<file path="src/rtl/digit_serial_adder.sv">
// digit_serial_adder: adds or subtracts two WIDTH-bit operands DIGIT bits per
// clock, least-significant digit first. One DIGIT-bit ripple adder is reused for
// every digit, and the carry between digits is held in a register.
// A result takes N = WIDTH/DIGIT cycles after the start edge. start is only
// sampled in IDLE, so a start while busy is dropped.
// Ports:
//   clk, rst_n        clock, asynchronous active-low reset
//   start, sub        begin an operation; 0 = add, 1 = subtract (latched)
//   a, b, c_in        operands and carry/borrow-in (latched at start)
//   busy, done        busy high in RUN; done pulses for one cycle at completion
//   s, c_out          result and raw final carry (subtract: 1 = no borrow)
//   ovf               signed overflow, only when DIGIT_SERIAL_ADDER_OVF_EN is defined
module digit_serial_adder #(
  parameter int WIDTH = 32,
  parameter int DIGIT = 4
) (
  input  logic             clk,
  input  logic             rst_n,
  input  logic             start,
  input  logic             sub,
  input  logic [WIDTH-1:0] a,
  input  logic [WIDTH-1:0] b,
  input  logic             c_in,
  output logic             busy,
  output logic             done,
  output logic [WIDTH-1:0] s,
  output logic             c_out
`ifdef DIGIT_SERIAL_ADDER_OVF_EN
  ,
  output logic             ovf
`endif
);

  localparam int N  = WIDTH / DIGIT;
  localparam int CW = (N > 1) ? $clog2(N) : 1;

  typedef enum logic {IDLE, RUN} state_t;

  state_t           state, state_nxt;
  logic [WIDTH-1:0] a_q, b_q;
  logic             carry_q;
  logic [CW-1:0]    cnt_q;

  logic [DIGIT-1:0] dig_a, dig_b, dig_sum;
  logic             dig_cout;
  logic             last_dig;

  // Operand registers shift right one digit per cycle, so the adder always
  // takes the low digit and needs no wide input multiplexer.
  assign dig_a = a_q[DIGIT-1:0];
  assign dig_b = b_q[DIGIT-1:0];
  assign {dig_cout, dig_sum} = {1'b0, dig_a} + {1'b0, dig_b} + {{DIGIT{1'b0}}, carry_q};
  assign last_dig = (cnt_q == CW'(N - 1));
  assign busy     = (state == RUN);

`ifdef DIGIT_SERIAL_ADDER_OVF_EN
  // Carry into the top bit can be recovered from the top sum bit and its inputs.
  logic msb_cin;
  assign msb_cin = dig_sum[DIGIT-1] ^ dig_a[DIGIT-1] ^ dig_b[DIGIT-1];
`endif

  always_ff @(posedge clk or negedge rst_n) begin
    if (!rst_n) state <= IDLE;
    else        state <= state_nxt;
  end

  always_comb begin
    state_nxt = state;
    case (state)
      IDLE:    if (start)    state_nxt = RUN;
      RUN:     if (last_dig) state_nxt = IDLE;
      default: state_nxt = IDLE;
    endcase
  end

  always_ff @(posedge clk or negedge rst_n) begin
    if (!rst_n) begin
      a_q     <= '0;
      b_q     <= '0;
      carry_q <= 1'b0;
      cnt_q   <= '0;
      s       <= '0;
      c_out   <= 1'b0;
      done    <= 1'b0;
`ifdef DIGIT_SERIAL_ADDER_OVF_EN
      ovf     <= 1'b0;
`endif
    end else if (state == IDLE) begin
      done <= 1'b0;
      if (start) begin
        // Subtract is a + ~b + ~c_in, so the borrow-in is inverted as well.
        a_q     <= a;
        b_q     <= sub ? ~b : b;
        carry_q <= sub ? ~c_in : c_in;
        cnt_q   <= '0;
      end
    end else begin
      a_q     <= a_q >> DIGIT;
      b_q     <= b_q >> DIGIT;
      carry_q <= dig_cout;
      cnt_q   <= cnt_q + 1'b1;
      for (int d = 0; d < N; d++) begin
        if (cnt_q == CW'(d)) s[d*DIGIT +: DIGIT] <= dig_sum;
      end
      done <= last_dig;
      if (last_dig) begin
        c_out <= dig_cout;
`ifdef DIGIT_SERIAL_ADDER_OVF_EN
        ovf   <= msb_cin ^ dig_cout;
`endif
      end
    end
  end

endmodule

</file>
<file path="config.mk">
export PLATFORM = sky130hd
export DESIGN_NAME = digit_serial_adder
export DESIGN_NICKNAME = d
export VERILOG_FILES = /design/src/rtl/digit_serial_adder.sv
export SDC_FILE = /design/constraint.sdc
export NUM_CORES = 1
export LEC_CHECK = 0
export ABC_AREA = 1
export BUFFER_PORTS_ARGS = -buffer_cell sky130_fd_sc_hd__buf_2
export CAP_MARGIN = 30
export CORE_MARGIN = 2
export CORE_UTILIZATION = 59
export CTS_CLUSTER_DIAMETER = 80
export CTS_CLUSTER_SIZE = 8
export DETAILED_ROUTE_END_ITERATION = 6
export GPL_TIMING_DRIVEN = 0
export HOLD_SLACK_MARGIN = 0.15
export PLACE_DENSITY_LB_ADDON = 0.12
export SYNTH_ARGS = -nofsm -noshare
export SYNTH_HDL_FRONTEND = slang
export SYNTH_SLANG_ARGS = --single-unit
</file>
<file path="constraint.sdc">
create_clock -name clk -period 5.48 [get_ports clk]
set_clock_uncertainty 0.1 [all_clocks]
set_input_delay 0.548 -clock clk [delete_from_list [all_inputs] [get_ports clk]]
set_output_delay 0.548 -clock clk [all_outputs]
set_load 0.02 [all_outputs]
</file>
=== Yosys cells after proc, flatten, opt, wreduce, memory -nomap -nowiden ===
Index checks and enable logic that the tools add are counted.

* Add/sub/neg operators: 3
* Equal/unequal tests: 7
* Muxes and demuxes: 14
* Bitwise operators: 3
* Reductions and logical operators: 10

{| class="wikitable"
|+ Operator list
! cell !! number
|-
| 2-to-1 mux 32 bit || 5
|-
| inverter 32 bit || 1
|-
| AND reduction 2 bit || 8
|-
| equality test 3 bit, second input constant || 4
|-
| equality test 3 x 2 -> 1 bit, second input constant || 2
|-
| 2-to-1 mux 1 bit || 6
|-
| 2-to-1 mux 3 bit || 2
|-
| adder 4 x 4 -> 5 bit || 1
|-
| adder 5 x 1 -> 5 bit || 1
|-
| adder 3 x 1 -> 3 bit, second input constant || 1
|-
| equality test 3 x 1 -> 1 bit, second input constant || 1
|-
| zero test 3 bit || 1
|-
| inverter 1 bit || 2
|-
| one-hot mux 1 bit (2 select lines) || 1
|-
| nonzero test 2 bit || 1
|}

* Register bits after elaboration: 103
* Bits of input ports: 69

=== Logic depth before layout (Yosys ltp) ===
Gate-level depths: netlist of run 1.

* Word-level depth: 4
* Mapped depth: 8

=== Worst setup path after synthesis of run 1 ===
OpenSTA, ideal clock, no wires.

* Path kind: register to register
* From: register a_q[0]
* To: register s[17]
* Arrival time: 1,529 ps
* Path slack: 3,766 ps
* Cell stages (with the launch flop): 5
* Path buffers: 0
* Period minus slack after synthesis: 1,714 ps
* Path through: dfrtp_1 -> fa_1 -> inv_1 -> fa_1 -> o21ai_0

* Cells in the longest elaborated chain, start to end: 2

{| class="wikitable"
|+ Ends and longest elaborated chain
! element !! line !! RTL
|-
| start: declaration || 40 || <nowiki>logic [WIDTH-1:0] a_q, b_q;</nowiki>
|-
| start signal: assignment || 98 || <nowiki>a_q <= a_q >> DIGIT;</nowiki>
|-
| adder 4 x 4 -> 5 bit || 52 || <nowiki>assign {dig_cout, dig_sum} = {1'b0, dig_a} + {1'b0, dig_b} + {{DIGIT{1'b0}}, carry_q};</nowiki>
|-
| adder 5 x 1 -> 5 bit || 52 ||
|-
| end signal: indexed assignment || 103 || <nowiki>if (cnt_q == CW'(d)) s[d*DIGIT +: DIGIT] <= dig_sum;</nowiki>
|-
| end: declaration || 26 || <nowiki>output logic [WIDTH-1:0] s,</nowiki>
|}

Every way passes these cells.
A chain may end at the register's enable or synchronous reset.

=== Worst setup path after layout of run 1 ===
* From: register a_q[0]
* To: register s[13]

Same word-level chain as after synthesis.

==> results.cfg, run 1 <==
[cts]
cts_tree = yes
clk_pin_slew_ns = 0.11
ctsRootBufferMaster = clkbuf_8
cts_buffers = 9
postCtsSetupBuffers = 0
clk_path_buf_depth = 2
h-tree-depth = 3
worstSkewPairLatency_ns = 0.37
clock_sinks = 103

[global_route]
grt_max_degree = 65
grtUsageTotal = 0.2655
grt_pass1_vias = 4012
grt-ovfl-total = 0
antenna_found_initial = 0
grt_pass1_wl_um = 18640

[synthesis]
ys_seq_elements = 103
yosys.cell_types.count = 20
synth_simple_gate_area_frac = 0.1767
synth_compound_area_frac = 0.1864
synth-xor-area-share = 0.007168
netlist_instances = 604
yosysSeqAreaShare = 0.5274
synthAdderAreaFrac = 0.03123
avgSynthCellArea_um2 = 8.091
netlist_area_mm2 = 0.004887
muxShareOfSynthArea = 0
ys_warn_count = 0
syn_nets = 684
synth_top_family_by_area = compound AO/OA/AOI/OAI gates

[drt]
drt_first_pass_iters = 5
vias_per_cell = 5.338
drc_errors = 0
wl_per_cell_um = 13.61
drt-total-wl_um = 11280
ant_nets = 0
drtIter0Drc = 300
vias = 4425

[placement]
dpl_worst_slack_ns = 3.513
place_hpwl_um = 8295
place_congestion = 0.8483
portBuffers = 102

[pwr]
p_leak_nw = 2.993
ir_drop_uv = 246.6
power_density_mw_per_mm2 = 569.1

[setup_path]
endpoint_kind = flop
cp-start-kind = flop
worstSetupPathType = reg -> reg
cp.required_ns = 5.67
cp_max_fo = 8
cp.arrival_ns = 2.16
r2r_slack_ns = 3.51

[sta]
hold_viol = 0
setup_viol = 0
maxSlewViolCount = 0
setup_slack_ns = 3.507
rsz0062_at_grt = false
slew_headroom = 0.6411
tightest_slew_ns = 0.5383
period_minus_slack_ns = 1.973
timing.final.crit_share = 0.3601
max_freq_ghz = 0.5068
fin_setup_tns_ns = 0

[layout]
syn_to_final_growth_pct = 17.82
drive_above_1_share = 0.1948
antenna_cells = 0
num-nets-final = 799

[floorplan]
die_area_mm2 = 0.009028
io_pins = 104
initial_core_util = 0.6008
core_mm2 = 0.008134
rows = 33
die_w_um = 95.02
die_h_um = 95.02

[outcome]
status = complete, no violations

[run]
maxCapViolCount = 0

[worst_hold_path]
hp-class = in -> reg
## Yosys cell counts
cell type / instances / area [um^2]
nor2_1: 34 / 127.6
inv_1: 51 / 191.4
a21oi_1: 86 / 430.4
a22oi_1: 1 / 7.510
xnor2_1: 4 / 35.03
inv_2: 2 / 7.510
ha_1: 9 / 112.6
nor3_1: 3 / 15.01
a22o_1: 4 / 35.03
clkbuf_1: 13 / 48.80
nand2_1: 169 / 634.4
fa_1: 2 / 40.04
nand3_1: 16 / 80.08
or2_2: 1 / 6.260
o21ai_0: 81 / 405.4
o22ai_1: 2 / 12.51
buf_4: 2 / 15.01
dfrtp_1: 103 / 2577
o21ai_1: 4 / 20.02
buf_2: 17 / 85.08
## repair_timing
| action | in CTS | in global routing |
|---|---|---|
| hold endpoints to repair | 39 | 0 |
| hold buffers | 1 | 0 |
| gates resized for setup | 0 | 0 |
## final timing paths
path                           end  startpoint  cells past startpoint
max in group asynchronous  a_q[21]       rst_n                      3
max reg2reg                  s[13]      a_q[0]                      4
min                        a_q[29]       a[29]                      2
max                          s[13]      a_q[0]                      4
min reg2reg                  s[10]       s[10]                      2
min in group asynchronous    s[25]       rst_n                      2
## state kept, by name, summed over array words and instances (netlist names)
signal,cells
carry_q,1
b_q,32
cnt_q,3
busy,1
c_out,1
s,32
done,1
a_q,32
## worst max-delay path, cell delays in order (launching register included)
cell,delay [ns]
dfrtp_1,0.43
fa_1,0.48
inv_1,0.09
fa_1,0.56
o21ai_0,0.24
## placed cells by master, fill, tap and decap left out
cell	n
a21oi_1	86
a22o_1	4
a22oi_1	1
buf_16	1
buf_2	118
buf_4	3
clkbuf_1	13
clkbuf_8	10
clkinv_2	1
clkinv_4	1
dfrtp_1	103
dlygate4sd3_1	1
fa_1	2
ha_1	9
inv_1	51
inv_2	2
inv_6	3
inv_8	1
nand2_1	169
nand3_1	16
nor2_1	34
nor3_1	3
o21ai_0	81
o21ai_1	4
o22ai_1	2
or2_2	1
xnor2_1	4
## power breakdown
part	internal (mW)	switching, mW	total, mW
clock network	0.186	0.278	0.464
logic	0.517	0.993	1.51
registers	1.11	0.191	1.30
## through the flow
step / std cells / util / hold WS (ns) / total power [mW] / cell area (um^2)
after detailed placement: 812 / 0.6834 / 0.3675 / 2.821 / 5559
after global placement: 811 / 0.6797 / 0.3588 / 2.744 / 5529
after floorplan: 604 / - / 0.1524 / 2.323 / 4887
final: 829 / 0.7079 / 0.2920 / 3.277 / 5758
after global routing: 829 / 0.7079 / 0.2909 / 3.560 / 5758
after CTS: 829 / 0.7079 / 0.2877 / 3.280 / 5758
## kinds of logic (layout without fill, tap and decap cells)
kind of cell | Yosys count | after routing
compound gates | 178 | 178
simple gates | 223 | 223
buf+inv | 85 | 205
flops | 103 | 103
fa+ha+maj | 11 | 11
xor+xnor | 4 | 4
## layout make-up
| type | count | area, um^2 |
|---|---|---|
| Clock buffer | 10 | 137.6 |
| Buffer | 32 | 148.9 |
| Fill cell | 705 | 2376 |
| Sequential cell | 103 | 2577 |
| Clock inverter | 6 | 51.30 |
| Timing Repair Buffer | 104 | 550.5 |
| Tap cell | 105 | 131.4 |
| Multi-Input combinational cell | 416 | 1962 |
| Inverter | 53 | 198.9 |
## metal layers
metal  GRT usage  up-vias  part of all wire
met5           0        -                 0
met4     0.08454        0             0.016
met3     0.05534       20             0.049
met2      0.4309      126              0.49
met1      0.3605     2090              0.44
li1            -     2189                 -
Power figures use the tool's default switching activity.
==> inputs of run 2 (changes only) <==
--- a/config.mk
+++ b/config.mk
@@ -9,7 +9,7 @@
 export BUFFER_PORTS_ARGS = -buffer_cell sky130_fd_sc_hd__buf_2
 export CAP_MARGIN = 30
 export CORE_MARGIN = 2
-export CORE_UTILIZATION = 59
+export CORE_UTILIZATION = 49
 export CTS_CLUSTER_DIAMETER = 80
 export CTS_CLUSTER_SIZE = 8
 export DETAILED_ROUTE_END_ITERATION = 6
==> constraint.sdc (replaced) <==
create_clock -name clk -period 1.67 [get_ports clk]
set_clock_uncertainty 0.1 [all_clocks]
set_input_delay 0.167 -clock clk [delete_from_list [all_inputs] [get_ports clk]]
set_output_delay 0.167 -clock clk [all_outputs]
set_load 0.02 [all_outputs]
==> run 2 against run 1 <==
  * Largest power group unchanged
  * Flip-flop and latch count unchanged
  * Cell count is 11% higher
  * Register-to-register slack worse by 3.6 ns
  * The flow now finishes with violations (negative setup slack)
  * Die area grew 20%
==> results.cfg, run 2 (synthesized netlist as in run 1, its figures left out) <==
[floorplan]
io_pins = 104
rows = 36
initial_core_util = 0.5023
core_mm2 = 0.009729
die_w_um = 103.9
die_h_um = 103.9
die_area_mm2 = 0.01079

[sta]
max_freq_ghz = 0.5779
period_minus_slack_ns = 1.730
tightest_slew_ns = 0.6055
rsz0062_at_grt = true
hold_viol = 0
setup_slack_ns = -0.06043
timing.final.crit_share = 1.036
setup_viol = 8
fin_setup_tns_ns = -0.4255
maxSlewViolCount = 0
slew_headroom = 0.5963

[layout]
top_regs = a_q x32, b_q x32, s x32
drive_above_1_share = 0.2174
num-fill-cells = 849
antenna_cells = 0
final_util = 0.6809
num-nets-final = 867
final_common_cell = nand2_1
layout_common_cells = nand2_1 (165), buf_2 (114), dfrtp_1 (102)
syn_to_final_growth_pct = 35.56

[drt]
vias_per_cell = 5.013
drtIter0Drc = 195
vias = 4632
drt_first_pass_iters = 4
wl_per_cell_um = 13.60
drc_errors = 0
drt-total-wl_um = 12560
ant_nets = 0

[pwr]
p_leak_nw = 3.331
ir_drop_uv = 920.3
power_density_mw_per_mm2 = 1771

[placement]
place_hpwl_um = 8222
place_congestion = 0.7840
portBuffers = 102

[cts]
cts_buffers = 9
cts_tree = yes
clock_sinks = 103
ctsRootBufferMaster = clkbuf_8
clk_path_buf_depth = 2
h-tree-depth = 3
worstSkewPairLatency_ns = 0.37
clk_pin_slew_ns = 0.09

[run]
maxCapViolCount = 0

[global_route]
grt_max_degree = 59
antenna_found_initial = 0
grtUsageTotal = 0.2396
grt_pass1_vias = 4488
grt-ovfl-total = 0
grt_pass1_wl_um = 21080

[setup_path]
cp.arrival_ns = 1.93
cp-start-kind = flop
cp_top_family = adder cells
crit_path_max_incr_delay_ns = 0.52
cp.required_ns = 1.87
cp_max_fo = 8
slowest_stage = fa_2
cpMostUsedCell = fa_2
worstSetupPathType = reg -> reg
endpoint_kind = flop
cp.buffers_inverters = 1
crit_chain = fa_2 -> inv_2 -> fa_2 -> o21ai_1

[worst_hold_path]
hp-class = in -> reg

[outcome]
failed_checks = negative setup slack
status = finished, violations left
-- run 2: cell types whose count changed in the layout (fill, tap and decap cells not counted), sizes merged --
cell | previous run | this run
dlygate4sd3 | 1 | 66
clkbuf | 23 | 27
inv | 57 | 54
bufinv | 0 | 2
buf | 122 | 121
clkinv | 2 | 1
clkinvlp | 0 | 1
-- run 2: through the flow --
| stage | total power, mW | setup slack, ns | instance area [um^2] | hold slack, ns | instances |
|---|---|---|---|---|---|
| after global placement | 9.126 | -0.7781 | 5569 | 0.2861 | 839 |
| final | 11.73 | -0.06043 | 6625 | 0.1741 | 924 |
| after global routing | 12.74 | -0.1279 | 6625 | 0.2141 | 924 |
| after CTS | 11.33 | -0.07545 | 6521 | 0.1946 | 924 |
| after detailed placement | 9.281 | -0.1946 | 5599 | 0.1153 | 840 |
| after floorplan | 7.654 | -0.006320 | 4892 | -0.2286 | 604 |
-- run 2: cell type report --
class	instances	area (um^2)	share of cell area
flip-flops and latches	103	2579	0.3892
multi-input cells	416	2069	0.3124
repair buffers	172	1224	0.1847
inverters	53	201.4	0.03041
plain buffers	32	166.4	0.02512
well taps	133	166.4	0.02512
clock buffers	10	137.6	0.02077
clock inverters	5	81.33	0.01228
-- run 2: report_power, final --
part           switching, mW  internal [mW]  total, mW
registers              0.644           3.65       4.30
clock network          0.848          0.880       1.73
logic                   3.62           2.09       5.71
-- run 2: worst min-delay path, stage by stage --
cell	delay (ns)
buf_2	0.11
inv_1	0.08
nor2_2	0.08
nand3_1	0.09
nand3_1	0.07
-- run 2: path summary, 6_finish.rpt --
check	from	to	slack (ns)	cells past startpoint
worst max-delay path	carry_q	s[29]	-0.06	4
worst min-delay path	start	carry_q	0.17	5
worst max register to register	carry_q	s[29]	-0.06	4
worst min register to register	s[23]	s[23]	0.38	2
max in group asynchronous	rst_n	a_q[23]	0.53	3
min in group asynchronous	rst_n	b_q[7]	0.25	2
-- run 2: what timing repair did --
action,in CTS,in global routing
pin swaps,9,6
hold buffers,66,0
endpoints found under the hold margin,110,0
gates resized for setup,14,44
buffers inserted,3,0
endpoints found under the setup margin,18,45
-- run 2: layer usage --
| layer | global-route usage | up-vias | part of all wire |
|---|---|---|---|
| met3 | 0.04449 | 16 | 0.041 |
| met4 | 0.06371 | 0 | 0.016 |
| met1 | 0.3176 | 2189 | 0.45 |
| li1 | - | 2329 | - |
| met5 | 0 | - | 0 |
| met2 | 0.4074 | 98 | 0.50 |
